## config.mk

```make
export PLATFORM = sky130hd
export DESIGN_NAME = xdisplay_scan_flat
export DESIGN_NICKNAME = d
export VERILOG_FILES = /design/src/rtl/xdisplay_scan_pkg.sv /design/src/rtl/xdisplay_scan_if.sv /design/src/rtl/xdisplay_scan_seg_decode.sv /design/src/rtl/xdisplay_scan.sv /design/src/flat_wrapper.sv
export SDC_FILE = /design/constraint.sdc
export NUM_CORES = 1
export LEC_CHECK = 0
export BUFFER_PORTS_ARGS = -buffer_cell sky130_fd_sc_hd__clkbuf_2
export CORE_MARGIN = 2
export CORE_UTILIZATION = 57
export DETAILED_ROUTE_END_ITERATION = 16
export HOLD_SLACK_MARGIN = 0.02
export PLACE_DENSITY = 0.85
export SLEW_MARGIN = 5
export SYNTH_ARGS = -nofsm -noshare
export SYNTH_HDL_FRONTEND = slang
export SYNTH_HIERARCHICAL = 1
export SYNTH_SLANG_ARGS = --single-unit
```

## constraint.sdc

```tcl
create_clock -name clk -period 4.4 [get_ports clk]
set_input_delay 0.88 -clock clk [delete_from_list [all_inputs] [get_ports clk]]
set_output_delay 0.88 -clock clk [all_outputs]
set_load 0.03 [all_outputs]
```

## src/rtl/xdisplay_scan_pkg.sv

```systemverilog
// Shared types and constants for the 4-digit 7-segment scan controller.
package xdisplay_scan_pkg;

    localparam int unsigned ADDR_W = 3;
    localparam int unsigned DATA_W = 8;
    localparam int unsigned NDIG   = 4;
    localparam int unsigned IDX_W  = 2;

    localparam logic [ADDR_W-1:0] ADDR_CTRL = 3'd4;
    localparam logic [DATA_W-1:0] SEG_BLANK = 8'hFF;
    localparam logic [NDIG-1:0]   AN_OFF    = 4'hF;

    typedef enum logic [1:0] {
        ST_IDLE  = 2'd0,
        ST_BLANK = 2'd1,
        ST_SHOW  = 2'd2
    } state_t;

    // Per-digit value register: 4-bit value plus decimal point.
    typedef struct packed {
        logic       dp;
        logic [3:0] val;
    } digit_t;

    // Control register: digit mask plus scan enable.
    typedef struct packed {
        logic [3:0] mask;
        logic       en;
    } ctrl_t;

    // Bus view of CTRL; bits [3:1] read as zero.
    function automatic logic [DATA_W-1:0] ctrl_to_byte(input ctrl_t c);
        return {c.mask, 3'b000, c.en};
    endfunction

endpackage

```

## src/rtl/xdisplay_scan_if.sv

```systemverilog
// Peripheral bus between CPU and display controller.
interface xdisplay_scan_if;
    import xdisplay_scan_pkg::*;

    logic              sel;
    logic              we;
    logic [ADDR_W-1:0] addr;
    logic [DATA_W-1:0] data_in;
    logic [DATA_W-1:0] data_out;

    modport master (output sel, output we, output addr, output data_in, input data_out);
    modport slave  (input sel, input we, input addr, input data_in, output data_out);

endinterface

```

## src/rtl/xdisplay_scan_seg_decode.sv

```systemverilog
// Combinational digit value + dp to active-low segments {dp,g,f,e,d,c,b,a}.
module xdisplay_scan_seg_decode
    import xdisplay_scan_pkg::*;
(
    input  digit_t            i_digit,
    output logic [DATA_W-1:0] o_seg_c
);

    logic [6:0] w_pat;

    // Active-high segment pattern; values 10-15 stay dark.
    always_comb begin
        w_pat = 7'h00;
        case (i_digit.val)
            4'd0:    w_pat = 7'h3F;
            4'd1:    w_pat = 7'h06;
            4'd2:    w_pat = 7'h5B;
            4'd3:    w_pat = 7'h4F;
            4'd4:    w_pat = 7'h66;
            4'd5:    w_pat = 7'h6D;
            4'd6:    w_pat = 7'h7D;
            4'd7:    w_pat = 7'h07;
            4'd8:    w_pat = 7'h7F;
            4'd9:    w_pat = 7'h6F;
            default: w_pat = 7'h00;
        endcase
        o_seg_c = ~{i_digit.dp, w_pat};
    end

endmodule

```

## src/rtl/xdisplay_scan.sv

```systemverilog
// Time-multiplexed 4-digit 7-segment display controller with blank gap per slot.
module xdisplay_scan
    import xdisplay_scan_pkg::*;
#(
    parameter int unsigned REFRESH_DIV  = 1024,
    parameter int unsigned BLANK_CYCLES = 16,
    parameter int unsigned CNT_W        = 10
) (
    input  logic              clk,
    input  logic              rst,
    xdisplay_scan_if.slave    bus,
    output logic [NDIG-1:0]   an,
    output logic [DATA_W-1:0] seg
);

    localparam logic [CNT_W-1:0] BLANK_LAST = CNT_W'(BLANK_CYCLES - 1);
    localparam logic [CNT_W-1:0] SLOT_LAST  = CNT_W'(REFRESH_DIV - 1);

    digit_t            r_digit [NDIG];
    ctrl_t             r_ctrl;
    logic [DATA_W-1:0] r_data_out;
    logic [DATA_W-1:0] w_rd;

    state_t            r_state, w_state_nxt;
    logic [CNT_W-1:0]  r_cnt, w_cnt_nxt;
    logic [IDX_W-1:0]  r_idx, w_idx_nxt;

    logic [NDIG-1:0]   r_an, w_an_nxt;
    logic [DATA_W-1:0] r_seg, w_seg_nxt;
    digit_t            w_dig_sel;
    logic [DATA_W-1:0] w_seg_dec;

    assign bus.data_out = r_data_out;
    assign an           = r_an;
    assign seg          = r_seg;

    // Read mux: digits expose only value+dp, unmapped addresses read zero.
    always_comb begin
        w_rd = '0;
        if (!bus.addr[2]) begin
            w_rd = DATA_W'(r_digit[bus.addr[1:0]]);
        end else if (bus.addr == ADDR_CTRL) begin
            w_rd = ctrl_to_byte(r_ctrl);
        end
    end

    // Register file writes and registered read data.
    always_ff @(posedge clk) begin
        if (!rst) begin
            for (int i = 0; i < int'(NDIG); i++) begin
                r_digit[i] <= '0;
            end
            r_ctrl     <= '0;
            r_data_out <= '0;
        end else if (bus.sel && bus.we) begin
            if (!bus.addr[2]) begin
                r_digit[bus.addr[1:0]] <= bus.data_in[4:0];
            end else if (bus.addr == ADDR_CTRL) begin
                r_ctrl <= {bus.data_in[7:4], bus.data_in[0]};
            end
        end else if (bus.sel) begin
            r_data_out <= w_rd;
        end
    end

    // FSM state and slot counters.
    always_ff @(posedge clk) begin
        if (!rst) begin
            r_state <= ST_IDLE;
            r_cnt   <= '0;
            r_idx   <= '0;
        end else begin
            r_state <= w_state_nxt;
            r_cnt   <= w_cnt_nxt;
            r_idx   <= w_idx_nxt;
        end
    end

    // Next state: blank gap, then show until slot end, then advance digit.
    always_comb begin
        w_state_nxt = r_state;
        w_cnt_nxt   = r_cnt;
        w_idx_nxt   = r_idx;
        if (!r_ctrl.en) begin
            w_state_nxt = ST_IDLE;
            w_cnt_nxt   = '0;
            w_idx_nxt   = '0;
        end else begin
            case (r_state)
                ST_IDLE: begin
                    w_state_nxt = ST_BLANK;
                    w_cnt_nxt   = '0;
                    w_idx_nxt   = '0;
                end
                ST_BLANK: begin
                    w_cnt_nxt = r_cnt + CNT_W'(1);
                    if (r_cnt == BLANK_LAST) begin
                        w_state_nxt = ST_SHOW;
                    end
                end
                ST_SHOW: begin
                    if (r_cnt == SLOT_LAST) begin
                        w_state_nxt = ST_BLANK;
                        w_cnt_nxt   = '0;
                        w_idx_nxt   = r_idx + IDX_W'(1);
                    end else begin
                        w_cnt_nxt = r_cnt + CNT_W'(1);
                    end
                end
                default: begin
                    w_state_nxt = ST_IDLE;
                    w_cnt_nxt   = '0;
                    w_idx_nxt   = '0;
                end
            endcase
        end
    end

    assign w_dig_sel = r_digit[w_idx_nxt];

    xdisplay_scan_seg_decode u_dec (
        .i_digit (w_dig_sel),
        .o_seg_c (w_seg_dec)
    );

    // Outputs for the upcoming state; masked digits keep their slot dark.
    always_comb begin
        w_an_nxt  = AN_OFF;
        w_seg_nxt = SEG_BLANK;
        if (w_state_nxt == ST_SHOW) begin
            if (r_ctrl.mask[w_idx_nxt]) begin
                w_an_nxt[w_idx_nxt] = 1'b0;
            end
            w_seg_nxt = w_seg_dec;
        end
    end

    // Output registers, updated on the same edge as the state.
    always_ff @(posedge clk) begin
        if (!rst) begin
            r_an  <= AN_OFF;
            r_seg <= SEG_BLANK;
        end else begin
            r_an  <= w_an_nxt;
            r_seg <= w_seg_nxt;
        end
    end

endmodule

```

## src/flat_wrapper.sv

```systemverilog
// flat-port wrapper written by rule: the top's interface ports become plain ports
module xdisplay_scan_flat import xdisplay_scan_pkg::*;
#(
    parameter int unsigned REFRESH_DIV  = 1024,
    parameter int unsigned BLANK_CYCLES = 16,
    parameter int unsigned CNT_W        = 10
)
  (clk, rst, an, seg, bus_sel, bus_we, bus_addr, bus_data_in, bus_data_out);
  xdisplay_scan_if bus_i ();
  input  logic clk;
  input  logic rst;
  output logic [NDIG-1:0] an;
  output logic [DATA_W-1:0] seg;
  input wire logic [$bits(bus_i.sel)-1:0] bus_sel;
  input wire logic [$bits(bus_i.we)-1:0] bus_we;
  input wire logic [$bits(bus_i.addr)-1:0] bus_addr;
  input wire logic [$bits(bus_i.data_in)-1:0] bus_data_in;
  output wire logic [$bits(bus_i.data_out)-1:0] bus_data_out;
  assign bus_i.sel = bus_sel;
  assign bus_i.we = bus_we;
  assign bus_i.addr = bus_addr;
  assign bus_i.data_in = bus_data_in;
  assign bus_data_out = bus_i.data_out;
  xdisplay_scan #(.REFRESH_DIV(REFRESH_DIV), .BLANK_CYCLES(BLANK_CYCLES), .CNT_W(CNT_W)) u_core (.clk(clk), .rst(rst), .bus(bus_i), .an(an), .seg(seg));
endmodule
```

**After elaboration in Yosys (flattened, before gate mapping)**

Memories as Yosys holds them, arrays and structs flattened.
Cells that the tools add are included.

- Memories: 2
- Register bits after elaboration: 39
- ROM bits: 112
- Output and inout port bits: 20
- Word-level logic and storage cells: 55
- Input bits: 15
- RAM bits: 20

Memory list:

| name | words | bits a word | rd ports | clocked after memory_dff | wr ports | RTL line | text |
|---|---|---|---|---|---|---|---|
| (name not given) | 16 | 7 | 1 | 0 | 0 | xdisplay_scan_seg_decode.sv:14 | `case (i_digit.val)` |
| u_core.r_digit | 4 | 5 | 2 | 0 | 4 | xdisplay_scan.sv:19 | `digit_t r_digit [NDIG];` |

- Equal/unequal tests: 6
- Reductions and logical operators: 9
- Add/subtract/negate cells: 2
- Bitwise operators: 3
- $lt $le $gt $ge: 2
- Muxes and demuxes: 23

Operator list:

| operator | number |
|---|---|
| 10-bit one-hot mux with 2 select lines | 1 |
| 8-bit two-way mux | 2 |
| 2-bit two-way mux | 6 |
| 10-bit by 1-bit adder with 10-bit output, second input constant | 1 |
| 10-bit == test, second input constant | 1 |
| 10-bit by 4-bit == test with 1-bit output, second input constant | 1 |
| 10-bit two-way mux | 1 |
| 1-bit two-way mux | 8 |
| 8-bit inverter | 1 |
| 2-bit one-hot mux with 3 select lines | 1 |
| 2-bit AND reduction | 3 |
| 3-bit AND reduction | 2 |
| 5-bit two-way mux | 1 |
| 5-bit OR reduction | 1 |
| 2-bit == test, second input constant | 2 |
| 4-bit inverter | 1 |
| 2-bit one-hot mux with 2 select lines | 1 |
| 3-bit == test, second input constant | 1 |
| 2-bit by 3-bit less-than comparator with 1-bit output, second input constant | 1 |
| 2-bit by 1-bit adder with 2-bit output, second input constant | 1 |
| 1-bit binary-select mux with 2-bit select | 1 |
| 1-bit demux with 2-bit select | 1 |
| 2-bit by 1-bit == test with 1-bit output, second input constant | 1 |
| 2-bit by 1-bit >= comparator with 1-bit output, second input constant | 1 |
| 3 further kinds | 4 |

**Depth between registers and ports, before layout**

Gate-level depths: netlist of run 1.

- Word-level depth: 9
- Mapped depth: 14

**Hierarchy**

The synthesis of run 1 kept the hierarchy.

By module, submodules not included:

| module | area each (um^2) | sequential area each (um^2) | cells an instance | times used |
|---|---|---|---|---|
| xdisplay_scan | 2631.3 | 1381.3 | 251 | 1 |
| xdisplay_scan_seg_decode | 193.9 | 0.0 | 29 | 1 |

**Worst setup path before layout of run 1**

OpenSTA, ideal clock, no wires.

- Kind: register to register
- Start point: register u_core.r_state[0]
- End point: register u_core.r_seg[3], in the netlist u_core/seg[3]
- Path buffers: 1
- Path slack: 1.281 ns
- Required time: 4.282 ns
- Arrival: 3.002 ns
- Period minus slack after synthesis: 3.119 ns
- Cell stages (with the launch flop): 15
- Path through: dfxtp_1 > inv_1 > ha_1 > and4b_1 > and4_1 > nor3_2 > buf_2 > mux2i_1 > mux2i_1 > inv_1 > ha_1 > or2_1 > a21oi_2 > a31oi_1 > nand2b_1

RTL lines:

| element | RTL line | text |
|---|---|---|
| start: declaration | xdisplay_scan.sv:24 | `state_t r_state, w_state_nxt;` |
| start signal: assignment | xdisplay_scan.sv:73 | `r_state <= w_state_nxt;` |
| end signal: assignment | xdisplay_scan.sv:145 | `r_seg <= w_seg_nxt;` |
| end: declaration | xdisplay_scan.sv:29 | `logic [DATA_W-1:0] r_seg, w_seg_nxt;` |

==> out/metrics.yaml, run 1 <==
max_slew_margin_pct: 48.21
nNetsFinal: 340
netlist_area_um2: 2825
cts_buffers: 9
post-route-util_pct: 68.08
first_global_vias: 1919
total_power_w: 0.001148
die_width_um: 74.40
cts-root-buf: "clkbuf_8"
cts_resized: 0
powerDensity_nw_per_um2: 354.6
rsz0062_at_grt: "false"
numPortBuffers: 34
fin_crit_ns: 3.521
grt_max_degree: 19
synthCells: 280
clockBufferDepth: 2
preCtsSetupSlack_ns: 0.9425
syn_avg_cell_area_um2: 10.09
clkTransAtPathRegs_ns: 0.07
dieArea_um2: 5535
vias_per_cell: 5.382
arrival_ns: 3.73
drtAntennaViolNets: 0
critical_path_class: "flip-flop to flip-flop"
dieHeight_um: 74.40
dp_hpwl_um: 4189
drive_gt1_share_pct: 18.75
yosys.area.top_type_share_pct: 27.64
synth_top_cell_by_area: "dfxtp_1"
cts_setup_buffers: 0
status: "complete, no violations"
ys_ff_latch: 59
area_growth_pct: 14.57
yosysSeqAreaShare_pct: 48.89
multi_input_comb_area_um2: 1314
peakVddDrop_mv: 0.2916
crit_family: "simple AND/OR/NAND/NOR gates"
gp_congestion: 0.9072
drt-pass1-iter-count: 4
cp_cell_sequence: "inv_1 > ha_1 > and4b_1 > and4_1 > nor3_2 > mux2i_1 > mux2i_1 > inv_1 > ha_1 > or2_1 > a21oi_2 > a31oi_1 > nand2b_1"
drv_cap: 0
hold_ws_ns: 0.4497
grt_overflow: 0
tns_ns: 0
intPower_w: 0.0008948
routed_wirelength_um: 5632
seq_area_um2: 1381
routedWlPerCell_um: 14.55
tightest_slew_ns: 0.7687
cp-start-kind: "flip-flop"
grt_pass1_wl_um: 8859
cts_tree: "built"
cp_max_fo: 7
finClkSkew_ns: 0.006730
finalMaxSlewViolations: 0
hold_class: "flip-flop to flip-flop"
final_cell_mix: "nor2_1 (48), dfxtp_1 (39), clkbuf_2 (34)"
power_frac_comb_pct: 6.7
vias: 2083
p_sw_share_pct: 22.04
antenna_found_initial: 0
clock_power_share_pct: 42.2
min_period_over_period_pct: 80.03
io_pins: 35
initial_core_util_pct: 59.42
endpoint_kind: "flip-flop"
core_area_um2: 4755
hold_buffers: 0
syn-num-nets: 305
max_freq_mhz: 284.0
slowest_stage: "nor3_2"
finalHoldViolations: 0
clk_latency_ns: 0.34
fill_cells: 374
cts_max_level: 3
grt_usage_pct: 22.23
ys_types: 44
crit_required_ns: 4.61
fin_ws_ns: 0.8788
synth_area_leaders: "dfxtp_1 (28%), edfxtp_1 (21%), mux2i_1 (7.4%)"
rows: 25
worst_path_largest_cell_delay_ns: 0.55
drt_iter0_drc: 192
yosys_warnings: 6
antennaDiodeCount: 0
leakage_nw: 1.332
cts_sinks: 59
final_common_cell: "nor2_1"
drcViolationCount: 0
crit_buf_inv: 2
switching_power_w: 0.0002529
setup_viol_count_final: 0
seq_power_share_pct: 51.1
## power groups by stage
stage / combinational [W] / clock (W) / sequential (W)
floorplan: 0.0000524 / 0 / 0.000599
global placement: 0.0000747 / 0 / 0.000597
detailed placement: 0.0000766 / 0 / 0.000598
CTS: 0.0000779 / 0.000493 / 0.000586
global route: 0.0000860 / 0.000515 / 0.000587
finish: 0.0000774 / 0.000484 / 0.000586
## cell usage after synthesis
| library cell | number |
|---|---|
| o21ai_0 | 7 |
| nand2_1 | 16 |
| a21oi_1 | 9 |
| nor3_2 | 2 |
| ha_1 | 10 |
| or3_1 | 2 |
| clkinv_1 | 1 |
| nor2_1 | 48 |
| o2111ai_1 | 1 |
| mux2i_1 | 21 |
| and3_1 | 1 |
| or2_1 | 1 |
| xor2_1 | 6 |
| nand4_1 | 8 |
| a22oi_1 | 4 |
| mux4_2 | 5 |
| o31ai_1 | 1 |
| o41a_1 | 1 |
| xnor2_1 | 3 |
| o22ai_1 | 1 |
| a311oi_1 | 2 |
| nand4bb_1 | 1 |
| or2_2 | 2 |
| a21oi_2 | 1 |
| clkbuf_1 | 8 |
| buf_6 | 1 |
| a41oi_1 | 1 |
| and4_1 | 3 |
| nand3b_1 | 1 |
| buf_2 | 2 |
| or4_4 | 1 |
| edfxtp_1 | 20 |
| inv_1 | 20 |
| a2111oi_0 | 1 |
| nand2b_1 | 13 |
| nor3_1 | 1 |
| a31oi_1 | 2 |
| and2_1 | 1 |
| or4b_1 | 1 |
| dfxtp_1 | 39 |
| nand3_1 | 8 |
| nor2b_1 | 1 |
| nor4b_4 | 1 |
| and4b_1 | 1 |
## area by class of cell
type	instances	share of cell area, %
sequential	59	42.67
inverter	21	2.435
tap	67	2.590
multi-input combinational	189	40.59
clock buffer	16	6.223
timing repair buffer	35	5.489
## logic make-up (layout without fill, tap and decap cells)
logic type | after synthesis | in the layout | share of synthesized area, %
DFF | 59 | 59 | 48.89
muxes | 26 | 26 | 11.43
AOI/OAI and AO/OA | 31 | 31 | 7.086
xor gates and xnor gates | 9 | 9 | 2.790
buffers and inverters | 32 | 72 | 4.606
and+or+nand+nor | 113 | 113 | 20.77
adders and majority gates | 10 | 10 | 4.429
## flip-flops by register name, summed over array words and instances (netlist names)
name	cells
u_core/r_state	2
u_core/seg	8
u_core/r_idx	2
u_core/r_digit	20
u_core/r_cnt	10
u_core/an	4
u_core/bus.data_out	8
u_core/r_ctrl	5
## stage by stage
step | area (um^2) | instances
2_1_floorplan | 2825 | 280
3_3_place_gp | 3035 | 371
3_5_place_dp | 3035 | 371
4_1_cts | 3237 | 387
5_1_grt | 3237 | 387
6_report | 3237 | 387
## routing by layer
metal	global-route usage, %	wire [um]	vias to the layer above
met5	0	0	-
met4	12.50	109	0
met2	35.30	2778	48
met3	6.504	226	9
met1	27.15	2517	974
li1	-	-	1052
## final timing paths
check / depth (start not counted) / slack [ns] / startpoint / to
worst max-delay path: 13 / 0.88 / u_core/r_state[0] / u_core/seg[3]
worst min-delay path: 1 / 0.45 / u_core/r_cnt[0] / u_core/r_cnt[0]
worst max register to register: 13 / 0.88 / u_core/r_state[0] / u_core/seg[3]
worst min register to register: 1 / 0.45 / u_core/r_cnt[0] / u_core/r_cnt[0]
Power figures use the tool's default switching activity.
==> run 2: changes to the inputs <==
Settings changed: CORE_UTILIZATION 57 to 52, PLACE_DENSITY 0.85 to 0.82.
Clock period 4.4 ns to 2.9 ns, I/O delays scaled along.
==> run 2 against run 1 <==
Effect of this change:
- first-iteration DRC count fell by 20%
- total power rose by 60%
- critical path depth is 1 lower
- cell area grew 6.6%
- clock skew grew 0.0010 ns
- setup slack worse by 0.82 ns
- highest routed layer unchanged
- clock-buffer cell count shrank 6
- combinational power is 72% higher
- largest cell class is now multi-input combinational cells
==> out/metrics.yaml, run 2 (synthesized netlist as in run 1, its figures left out) <==
max_freq_mhz: 351.5
post-route-util_pct: 66.72
arrival_ns: 3.08
cts_max_level: 3
highest_layer: "met4"
drt-pass1-iter-count: 4
tightest_slew_ns: 0.7859
rows: 26
crit_required_ns: 3.13
max_slew_margin_pct: 47.05
finalMaxSlewViolations: 0
powerDensity_nw_per_um2: 530.7
cts_sinks: 59
total_power_w: 0.001831
grt_overflow: 0
clk_latency_ns: 0.34
peakVddDrop_mv: 0.3943
top_regs: "u_core/r_digit (20), u_core/r_cnt (10)"
seq_power_share_pct: 48.7
numPortBuffers: 34
cts_tree: "built"
critical_path_class: "flip-flop to flip-flop"
finalHoldViolations: 0
cts_buffers: 9
hold_class: "flip-flop to flip-flop"
first_global_vias: 2055
cp-start-kind: "flip-flop"
routedWlPerCell_um: 15.30
antenna_found_initial: 0
largest_reg_flops: 20
area_growth_pct: 22.14
status: "complete, no violations"
layoutNonFillerInstCount: 403
power_frac_comb_pct: 7.3
wl_met2_um: 2992
core_area_um2: 5172
p_sw_share_pct: 21.79
hold_ws_ns: 0.4499
drcViolationCount: 0
wl_met3_um: 344
clockBufferDepth: 2
switching_power_w: 0.0003990
endpoint_kind: "flip-flop"
clkTransAtPathRegs_ns: 0.07
nNetsFinal: 353
fin_crit_ns: 2.845
vias_per_cell: 5.558
routedLengthMet1_um: 2702
dp_hpwl_um: 4353
hold_buffers: 0
leakage_nw: 1.383
gp_congestion: 0.8338
grt_pass1_wl_um: 9618
initial_core_util_pct: 54.62
worst_path_largest_cell_delay_ns: 0.37
final_common_cell: "nor2_1"
clock_power_share_pct: 44.0
min_period_over_period_pct: 98.09
vias: 2240
drt_iter0_drc: 153
largest-register: "u_core/r_digit"
drtAntennaViolNets: 0
fill_cells: 401
cp_max_fo: 7
tns_ns: 0
placed_cells: 381
antennaDiodeCount: 0
finClkSkew_ns: 0.007753
cts-root-buf: "clkbuf_8"
grt_max_degree: 12
dieArea_um2: 6039
intPower_w: 0.001432
drive_gt1_share_pct: 27.03
routed_wirelength_um: 6165
slowest_stage: "dfxtp_2"
dieHeight_um: 77.71
cp_cell_sequence: "inv_1 > ha_4 > nand2_1 > or3_1 > mux2i_2 > nor2_4 > buf_4 > mux2i_2 > buf_4 > xor2_1 > a21oi_1 > nand2b_1"
io_pins: 35
final_cell_mix: "nor2_1 (47), dfxtp_1 (38), clkbuf_2 (34)"
grt_usage_pct: 20.42
die_width_um: 77.71
setup_viol_count_final: 0
drv_cap: 0
## run 2: cell types whose count changed in the layout (fill, tap and decap cells not counted), moves of 2 or more
cell / before / now
ha_4: 0 / 2
clkinv_2: 0 / 3
mux2i_1: 21 / 14
inv_2: 0 / 3
ha_1: 10 / 8
clkbuf_1: 3 / 0
mux2i_2: 0 / 5
bufinv_16: 0 / 2
inv_1: 20 / 17
buf_4: 1 / 13
clkbuf_8: 12 / 10
mux2i_4: 0 / 2
## run 2: metal layers
| metal | track usage, % | up-vias |
|---|---|---|
| li1 | - | 1082 |
| met1 | 26.87 | 1049 |
| met2 | 31.90 | 90 |
| met3 | 5.465 | 19 |
| met4 | 8.393 | 0 |
| met5 | 0 | - |
## run 2: worst paths after layout
path                                   startpoint         endpoint  slack (ns)  depth (start not counted)
worst max register to register  u_core/r_state[1]    u_core/seg[6]        0.06                         12
worst min register to register    u_core/r_cnt[0]  u_core/r_cnt[0]        0.45                          1
worst min-delay path              u_core/r_cnt[0]  u_core/r_cnt[0]        0.45                          1
worst max-delay path            u_core/r_state[1]    u_core/seg[6]        0.06                         12
## run 2: critical path, delay by kind of cell, from the launching register on
kind,cells,cell delay (ns)
and+or+nand+nor,4,0.71
muxes,2,0.58
buffers and inverters,3,0.44
DFF,1,0.37
adders and majority gates,1,0.30
xor gates and xnor gates,1,0.21
AOI/OAI and AO/OA,1,0.12
## run 2: final cells by class
type / count / area, um^2 / area share (%)
Multi-Input combinational cell: 189 / 1398 / 40.50
Tap cell: 70 / 87.58 / 2.538
Clock buffer: 10 / 137.6 / 3.988
Clock inverter: 6 / 78.83 / 2.284
Inverter: 21 / 78.83 / 2.284
Sequential cell: 59 / 1383 / 40.07
Timing Repair Buffer: 48 / 287.8 / 8.339
## run 2: power by group through the flow
stage                     sequential (W)  combinational (W)  clock, W
final                           0.000891           0.000133  0.000807
after global routing            0.000893           0.000143  0.000865
after CTS                       0.000889           0.000123  0.000823
after detailed placement        0.000907           0.000121         0
after global placement          0.000907           0.000117         0
after floorplan                 0.000908          0.0000796         0
## run 2: what timing repair did
| item | 4_1_cts | 5_1_grt |
|---|---|---|
| gates resized for setup | 0 | 18 |
| pin swaps | 1 | 2 |
| buffers inserted | 1 | 5 |
| setup endpoints to repair | 3 | 5 |
## run 2: through the flow
| stage | setup slack (ns) | cell area [um^2] |
|---|---|---|
| final | 0.05536 | 3451 |
| after global routing | -0.04406 | 3451 |
| after CTS | 0.02926 | 3337 |
| after detailed placement | -0.03065 | 3100 |
| after global placement | 0.1248 | 3100 |
| after floorplan | 0.01281 | 2840 |
==> run 3: changes to the inputs <==
Settings changed: CORE_UTILIZATION 52 to 62, PLACE_DENSITY 0.82 to 0.9.
Clock period 2.9 ns to 3.3 ns, I/O delays scaled along.
==> run 3 against run 2 <==
Effect of this change:
- clock skew up 0.0020 ns
- global-route usage grew 4.7 points
- register-to-register slack improved by 0.16 ns
- critical endpoint unchanged
- cell area shrank 6.0%
- via count is 1.2% higher
- critical path depth is 1 lower
- largest cell class is now flip-flops and latches
==> out/metrics.yaml, run 3 (synthesized netlist as in run 1, its figures left out) <==
cts_max_level: 3
rsz0062_at_grt: "false"
vias_per_cell: 6.045
max_slew_margin_pct: 43.53
finalInstanceArea_um2: 3244
fin_ws_ns: 0.2116
dieHeight_um: 71.51
numPortBuffers: 34
routedWlPerCell_um: 16.29
tns_ns: 0
placed_area_um2: 3047
vias: 2267
drcViolationCount: 0
finClkSkew_ns: 0.009728
peakVddDrop_mv: 0.2651
reg2reg_slack_ns: 0.21
clock_power_share_pct: 41.9
intPower_w: 0.001199
powerDensity_nw_per_um2: 473.0
p_sw_share_pct: 21.86
clk_latency_ns: 0.33
routed_wirelength_um: 6110
grt_usage_pct: 25.13
crit_required_ns: 3.52
largest-register: "u_core/r_digit"
nNetsFinal: 344
cts-root-buf: "clkbuf_8"
drive_gt1_share_pct: 20.12
seq_power_share_pct: 51.0
total_power_w: 0.001535
cts_sinks: 59
cp_max_fo: 6
top_regs: "u_core/r_digit (20), u_core/r_cnt (10)"
highest_layer: "met4"
status: "complete, no violations"
first_global_vias: 2132
clockBufferDepth: 2
largest_reg_flops: 20
critical_path_class: "flip-flop to flip-flop"
fin_crit_ns: 3.088
area_growth_pct: 14.84
drv_cap: 0
cp-startpoint: "u_core/r_cnt[0]"
max_freq_mhz: 323.8
final_cell_mix: "nor2_1 (48), dfxtp_1 (39), clkbuf_2 (34)"
worstHoldStart: "u_core/r_ctrl[1]"
tightest_slew_ns: 0.8382
wl_met2_um: 3098
dieArea_um2: 5113
wl_met3_um: 438
grt_overflow: 0
drt_iter0_drc: 181
die_width_um: 71.51
hold_buffers: 0
final_common_cell: "nor2_1"
io_pins: 35
r2r-start: "u_core/r_cnt[0]"
dp_hpwl_um: 4188
switching_power_w: 0.0003356
endpoint_kind: "flip-flop"
grt_pass1_wl_um: 9811
finalMaxSlewViolations: 0
power_frac_comb_pct: 7.1
gp_congestion: 0.8098
initial_core_util_pct: 64.44
setup_viol_count_final: 0
grt_max_degree: 19
cts_buffers: 9
drt-pass1-iter-count: 5
min_period_over_period_pct: 93.59
leakage_nw: 1.343
hold_class: "flip-flop to flip-flop"
antenna_found_initial: 0
core_area_um2: 4384
finalHoldViolations: 0
drtAntennaViolNets: 0
clkTransAtPathRegs_ns: 0.06
preCtsSetupSlack_ns: 0.3338
cp-start-kind: "flip-flop"
rows: 24
cts_tree: "built"
arrival_ns: 3.31
antennaDiodeCount: 0
routedLengthMet1_um: 2397
-- run 3: changes by cell type in the layout (fill, tap and decap cells not counted), sizes merged --
cell	before	now
clkinv	5	2
buf	14	5
clkbuf	44	47
bufinv	2	1
-- run 3: stage by stage --
step           cells  hold slack (ns)  utilization, %
5_1_grt          375           0.4448           74.00
2_1_floorplan    280           0.3829               -
6_report         375           0.4316           74.00
3_5_place_dp     360           0.4079           69.49
4_1_cts          375           0.4246           73.92
3_3_place_gp     360           0.4120           69.49
-- run 3: metal layers --
metal / GRT usage [%] / vias up
li1: - / 1063
met1: 28.06 / 1075
met3: 8.439 / 22
met2: 44.03 / 107
met4: 10.06 / 0
met5: 0 / -
-- run 3: final cells by class --
class	count	area, um^2
Clock buffer	13	158.9
Clock inverter	2	35.03
Fill cell	289	1140
Inverter	21	78.83
Multi-Input combinational cell	189	1318
Sequential cell	59	1381
Tap cell	52	65.06
Timing Repair Buffer	39	207.7
-- run 3: critical path, cell delays in order, from the launching register on --
cell      delay (ns)
dfxtp_1         0.35
ha_1            0.23
and4_1          0.33
nand4_1         0.16
mux2i_1         0.17
nor2_1          0.44
buf_4           0.26
mux2i_1         0.36
buf_4           0.21
xor2_1          0.19
a21oi_1         0.12
nand2b_1        0.15
-- run 3: power by group through the flow --
stage	registers (W)	logic [W]	clock network, W
2_1_floorplan	0.000798	0.0000699	0
3_3_place_gp	0.000795	0.000101	0
3_5_place_dp	0.000798	0.000104	0
4_1_cts	0.000782	0.000106	0.000647
5_1_grt	0.000784	0.000117	0.000689
6_report	0.000783	0.000109	0.000643
-- run 3: path summary, 6_finish.rpt --
kind / endpoint / cells after the start
worst max-delay path: u_core/seg[6] / 11
worst max register to register: u_core/seg[6] / 11
worst min-delay path: u_core/an[0] / 1
worst min register to register: u_core/an[0] / 1
-- run 3: what timing repair did --
| action | 4_1_cts | 5_1_grt |
|---|---|---|
| setup buffers | 0 | 0 |
| setup endpoints to repair | 0 | 1 |
| resized for setup | 0 | 1 |
